## config.mk

```make
export PLATFORM = sky130hd
export DESIGN_NAME = mac_result_display
export DESIGN_NICKNAME = d
export VERILOG_FILES = /design/src/rtl/mac_result_display.sv
export SDC_FILE = /design/constraint.sdc
export NUM_CORES = 1
export LEC_CHECK = 0
export CAP_MARGIN = 25
export CORE_ASPECT_RATIO = 2
export CORE_MARGIN = 5
export CORE_UTILIZATION = 45
export DETAILED_ROUTE_END_ITERATION = 6
export PLACE_DENSITY_LB_ADDON = 0.12
export SLEW_MARGIN = 20
export SYNTH_ARGS = -nofsm -noshare
export SYNTH_HDL_FRONTEND = slang
export SYNTH_SLANG_ARGS = --single-unit
```

## constraint.sdc

```tcl
create_clock -name clk -period 4.9 [get_ports clk]
set_input_delay 0.49 -clock clk [delete_from_list [all_inputs] [get_ports clk]]
set_output_delay 0.49 -clock clk [all_outputs]
set_load 0.1 [all_outputs]
```

## src/rtl/mac_result_display.sv

```systemverilog
// Binary-to-BCD readout for the MAC result: sequential double-dabble conversion driving six
// active-low seven-segment displays plus the overflow LED.
module mac_result_display #(
    parameter int unsigned WIDTH    = 17,
    parameter int unsigned BLANK_LZ = 1
) (
    input  logic             clk,
    input  logic             reset,
    input  logic             start,
    input  logic [WIDTH-1:0] value,
    output logic             busy,
    output logic             done,
    output logic             ovf,
    output logic [6:0]       HEX0,
    output logic [6:0]       HEX1,
    output logic [6:0]       HEX2,
    output logic [6:0]       HEX3,
    output logic [6:0]       HEX4,
    output logic [6:0]       HEX5
);

    typedef enum logic [1:0] {StIdle, StConvert, StFinish} state_e;

    localparam logic [6:0] SegBlank = 7'h7F;
    localparam logic [6:0] SegZero  = 7'h40;

    state_e           state_q, state_d;
    logic [WIDTH-1:0] shift_q, shift_d;
    logic [23:0]      bcd_q, bcd_d;
    logic [4:0]       cnt_q, cnt_d;
    logic             ovf_q, ovf_d;
    logic             done_q, done_d;
    logic [6:0]       hex_q [6];
    logic [6:0]       hex_d [6];

    logic [23:0]         bcd_adj;
    logic [WIDTH+23:0]   shifted;
    logic [5:0]          blank;

    function automatic logic [6:0] seg(input logic [3:0] d);
        logic [6:0] s;
        case (d)
            4'd0:    s = 7'h40;
            4'd1:    s = 7'h79;
            4'd2:    s = 7'h24;
            4'd3:    s = 7'h30;
            4'd4:    s = 7'h19;
            4'd5:    s = 7'h12;
            4'd6:    s = 7'h02;
            4'd7:    s = 7'h78;
            4'd8:    s = 7'h00;
            4'd9:    s = 7'h10;
            default: s = 7'h7F;
        endcase
        return s;
    endfunction

    always_comb begin
        for (int i = 0; i < 6; i++) begin
            bcd_adj[i*4 +: 4] = (bcd_q[i*4 +: 4] >= 4'd5) ? bcd_q[i*4 +: 4] + 4'd3
                                                          : bcd_q[i*4 +: 4];
        end
        shifted = {bcd_adj, shift_q} << 1;

        // A digit blanks only when it and every digit above it are zero; HEX0 never blanks.
        blank[0] = 1'b0;
        blank[5] = (BLANK_LZ != 0) && (bcd_q[23:20] == 4'd0);
        for (int k = 4; k >= 1; k--) begin
            blank[k] = blank[k+1] && (bcd_q[k*4 +: 4] == 4'd0);
        end
    end

    always_comb begin
        state_d = state_q;
        shift_d = shift_q;
        bcd_d   = bcd_q;
        cnt_d   = cnt_q;
        ovf_d   = ovf_q;
        done_d  = 1'b0;
        for (int i = 0; i < 6; i++) hex_d[i] = hex_q[i];

        unique case (state_q)
            StIdle: begin
                // A start coinciding with the done pulse is dropped, not queued.
                if (start && !done_q) begin
                    shift_d = value;
                    bcd_d   = '0;
                    cnt_d   = '0;
                    ovf_d   = value[WIDTH-1];
                    state_d = StConvert;
                end
            end
            StConvert: begin
                bcd_d   = shifted[WIDTH+23:WIDTH];
                shift_d = shifted[WIDTH-1:0];
                cnt_d   = cnt_q + 5'd1;
                if (cnt_q == 5'(WIDTH - 1)) state_d = StFinish;
            end
            StFinish: begin
                for (int i = 0; i < 6; i++) begin
                    hex_d[i] = blank[i] ? SegBlank : seg(bcd_q[i*4 +: 4]);
                end
                done_d  = 1'b1;
                state_d = StIdle;
            end
            default: state_d = StIdle;
        endcase
    end

    always_ff @(posedge clk) begin
        if (reset) begin
            state_q <= StIdle;
            shift_q <= '0;
            bcd_q   <= '0;
            cnt_q   <= '0;
            ovf_q   <= 1'b0;
            done_q  <= 1'b0;
            hex_q[0] <= SegZero;
            for (int i = 1; i < 6; i++) hex_q[i] <= SegBlank;
        end else begin
            state_q <= state_d;
            shift_q <= shift_d;
            bcd_q   <= bcd_d;
            cnt_q   <= cnt_d;
            ovf_q   <= ovf_d;
            done_q  <= done_d;
            for (int i = 0; i < 6; i++) hex_q[i] <= hex_d[i];
        end
    end

    assign busy = (state_q != StIdle);
    assign done = done_q;
    assign ovf  = ovf_q;
    assign HEX0 = hex_q[0];
    assign HEX1 = hex_q[1];
    assign HEX2 = hex_q[2];
    assign HEX3 = hex_q[3];
    assign HEX4 = hex_q[4];
    assign HEX5 = hex_q[5];

endmodule

```

==> metrics.md <==
| Metric | Value |
|---|---|
| Setup TNS Final | 0 ps |
| Worst Setup Slack, final | 1831 ps |
| Initial cell density of the core | 0.4526 |
| CTS tree | built |
| Area share of the largest cell type after synthesis | 0.4435 |
| Sw Ratio | 0.2242 |
| Biggest area consumer among synthesized cells | dfxtp_1 |
| Share of layout cells above drive strength 1 | 0.08743 |
| Portion of the post-synthesis area used by sequential elements | 0.4435 |
| Net switching power of the design | 0.0005496 W |
| Clk slew on worst S/H paths | 60 ps |
| Die Y-Extent | 174.0 µm |
| Count of inserted antenna diode cells | 0 |
| Register share of total power | 0.454 |
| Dominant cells by area after synthesis | dfxtp_1, ha_1, nand2_1 |
| Cell Count, Final, Fillers Out | 887 |
| DP Wirelength | 10.33 mm |
| Total number of vias | 4933 |
| Number of iterations in the first detailed-routing pass | 5 |
| Row cnt | 60 |
| Most frequently used flop master after synthesis | dfxtp_1 |
| Number of enable flip-flop cells after synthesis | 0 |
| Mean instance size in the synthesized netlist | 9.136 µm² |
| Final Setup Violations | 0 |
| Number of DRC violations after detailed-routing iteration 0 | 195 |
| Shortest clock period the worst path allows after layout | 3069 ps |
| Slew of the pin with the lowest slew margin | 974.6 ps |
| Overflow left after global routing | 0 |
| # Post-CTS Setup Buffers | 0 |
| Unique masters post-synth | 58 |
| Cell internal power dissipation | 0.001902 W |
| Run status | complete, no violations |
| Most common cell in the netlist | dfxtp_1 |
| Setup clock skew after layout | 8.943 ps |
| Maximum vdd ir drop | 0.3051 mV |
| Worst slew slack as a fraction of its limit | 0.3483 |
| Dpl cells | 856 |
| Critical path data arrival time | 3350 ps |
| Wire length of the first global-routing pass | 23.79 mm |
| RSZ-0062 raised after global routing | no |
| CTS resizes | 0 |
| Kind of end point of the critical path | flip-flop |
| P_leak | 3.089 nW |
| H-tree Lvls | 4 |
| Number of clock buffers inserted by TritonCTS | 17 |
| Number of max-slew violations in the final report | 0 |
| PD cells | 331.8 mW/mm² |
| Top cells by count, synth | dfxtp_1, nand2_1, a21oi_1, ha_1 |
| Fmax | 325.8 MHz |
| Worst-path maximum fanout | 10 |
| Share of async-settable or async-resettable flops after synthesis | 0 |
| Synthesized cell area | 0.006048 mm² |
| Area of the die | 0.01600 mm² |
| Clock buffer depth | 2 |
| Final Hold Viols | 0 |
| Die Width | 91.98 µm |
| Number of antenna violations at the first check in global routing | 0 |
| Count of hold buffers inserted by post-cts repair | 0 |
| Vias per std cell | 5.561 |
| Clock Tree Root | clkbuf_16 |
| CP Class | reg2reg |
| Final estimated routing congestion in global placement | 0.8702 |
| Post-DR wirelength/cell | 15.96 µm |
| YS warnings | 0 |
| Max-capacitance violation count | 0 |
| Total number of nets in the final design | 789 |
| Total wirelength of the detailed-routed design | 14.16 mm |
| Part of the power in the clock network | 0.503 |
| Skew-Pair Late Insertion Delay | 410 ps |
| CORE AREA | 0.01336 mm² |
| Area growth syn-to-layout | 22.13% |
| Data required, critical path | 5190 ps |
| Post-synth net total | 731 |
| Hold Path Class | reg2reg |
| PortBufs | 64 |
| Synthesis-stage register bit count | 134 |
| Syn Inst Count | 662 |
| Logic pwr share | 0.044 |
| Period utilisation layout | 0.6264 |
| Antenna viol nets, final | 0 |
| Maximum number of pins on one net before global-route repair | 43 |
| Top-level I/O count | 65 |
| Via count of the first global-routing pass | 5106 |
| Kind of launch point of the worst setup path | flip-flop |
| Number of clock sinks seen by CTS | 134 |
| DRC violation count after routing | 0 |
| Post-placement setup slack | 1548 ps |
| All-layer global routing usage | 0.1831 |
[power groups by stage]
stage	logic, W	registers [W]	clock network [W]
global route	0.000116	0.00111	0.00131
floorplan	0.0000649	0.00114	0
finish	0.000107	0.00111	0.00123
detailed placement	0.000108	0.00114	0
global placement	0.000106	0.00114	0
CTS	0.000108	0.00111	0.00126
[cells in the final DEF, fill, tap and decap left out, types with 3 or more instances in the layout]
master and instances:
a221oi_1 3, o22ai_1 29, inv_1 44, a222oi_1 16, nand2b_1 11, ha_1 49
o2bb2ai_1 5, a211oi_1 5, mux2i_1 12, a21o_1 8, nor2_1 43, o21ai_0 21
xor2_1 3, clkbuf_16 17, clkinv_4 3, clkinv_2 4, a21oi_1 55, buf_4 8
a31oi_1 5, dfxtp_1 134, xnor2_1 8, or2_2 6, a22o_1 13, clkdlybuf4s50_1 64
nand3_1 8, nor3_1 15, nand2_1 76, a2bb2oi_1 3, a22oi_1 15
[worst max-delay path, cell delays in order, from the launching register on]
cell and delay (ps):
dfxtp_1 570, inv_1 280, a21oi_2 340, nor2_2 160, a22oi_1 600, inv_1 180
ha_1 250, a21oi_1 150, o21ai_0 90, a22oi_1 230, a21oi_1 100
[path summary, 6_finish.rpt]
check / startpoint / endpoint / slack [ps] / depth (start not counted)
setup reg to reg: state_q[0]$_SDFFE_PP0P_ / flip-flop / 1830 / 10
hold / removal: flip-flop / hex_q[0][0]$_SDFFE_PP0P_ / 430 / 2
hold reg to reg: flip-flop / hex_q[0][0]$_SDFFE_PP0P_ / 430 / 2
setup / recovery: state_q[0]$_SDFFE_PP0P_ / flip-flop / 1830 / 10
[per-layer routing]
| layer | vias to the layer above | global-route usage | share of wire | wire length (µm) |
|---|---|---|---|---|
| met5 | - | 0 | 0 | 0 |
| met3 | 26 | 0.03118 | 0.028 | 401 |
| met2 | 90 | 0.3614 | 0.57 | 8051 |
| li1 | 2471 | - | - | - |
| met4 | 0 | 0.08375 | 0.027 | 388 |
| met1 | 2346 | 0.1787 | 0.38 | 5317 |
[area by class of cell]
type / count / area (µm²)
clock inverter: 12 / 130.1
sequential: 134 / 2683
fill: 1232 / 5976
tap: 155 / 193.9
clock buffer: 19 / 442.9
timing repair buffer: 72 / 700.7
inverter: 46 / 172.7
multi-input combinational: 449 / 3064
[logic make-up (layout without fill, tap and decap cells)]
family,count (synthesis),in the layout,synth area share
DFF,134,134,0.4435
xor gates and xnor gates,11,11,0.01593
and+or+nand+nor,178,178,0.1396
adders and majority gates,49,49,0.1014
buffers and inverters,79,149,0.05192
muxes,13,13,0.02172
AOI/OAI and AO/OA,198,198,0.2259
[metrics by stage]
stage	utilization	power, W	instance area [µm²]	hold WS, ps
global route	0.5528	0.002540	7387	455.4
detailed placement	0.5097	0.001244	6812	428.7
global placement	0.5097	0.001241	6812	419.1
CTS	0.5526	0.002478	7385	436.9
finish	0.5528	0.002451	7387	433.1
floorplan	-	0.001201	6048	417.2
No activity file was read; power rests on OpenSTA's default activity.
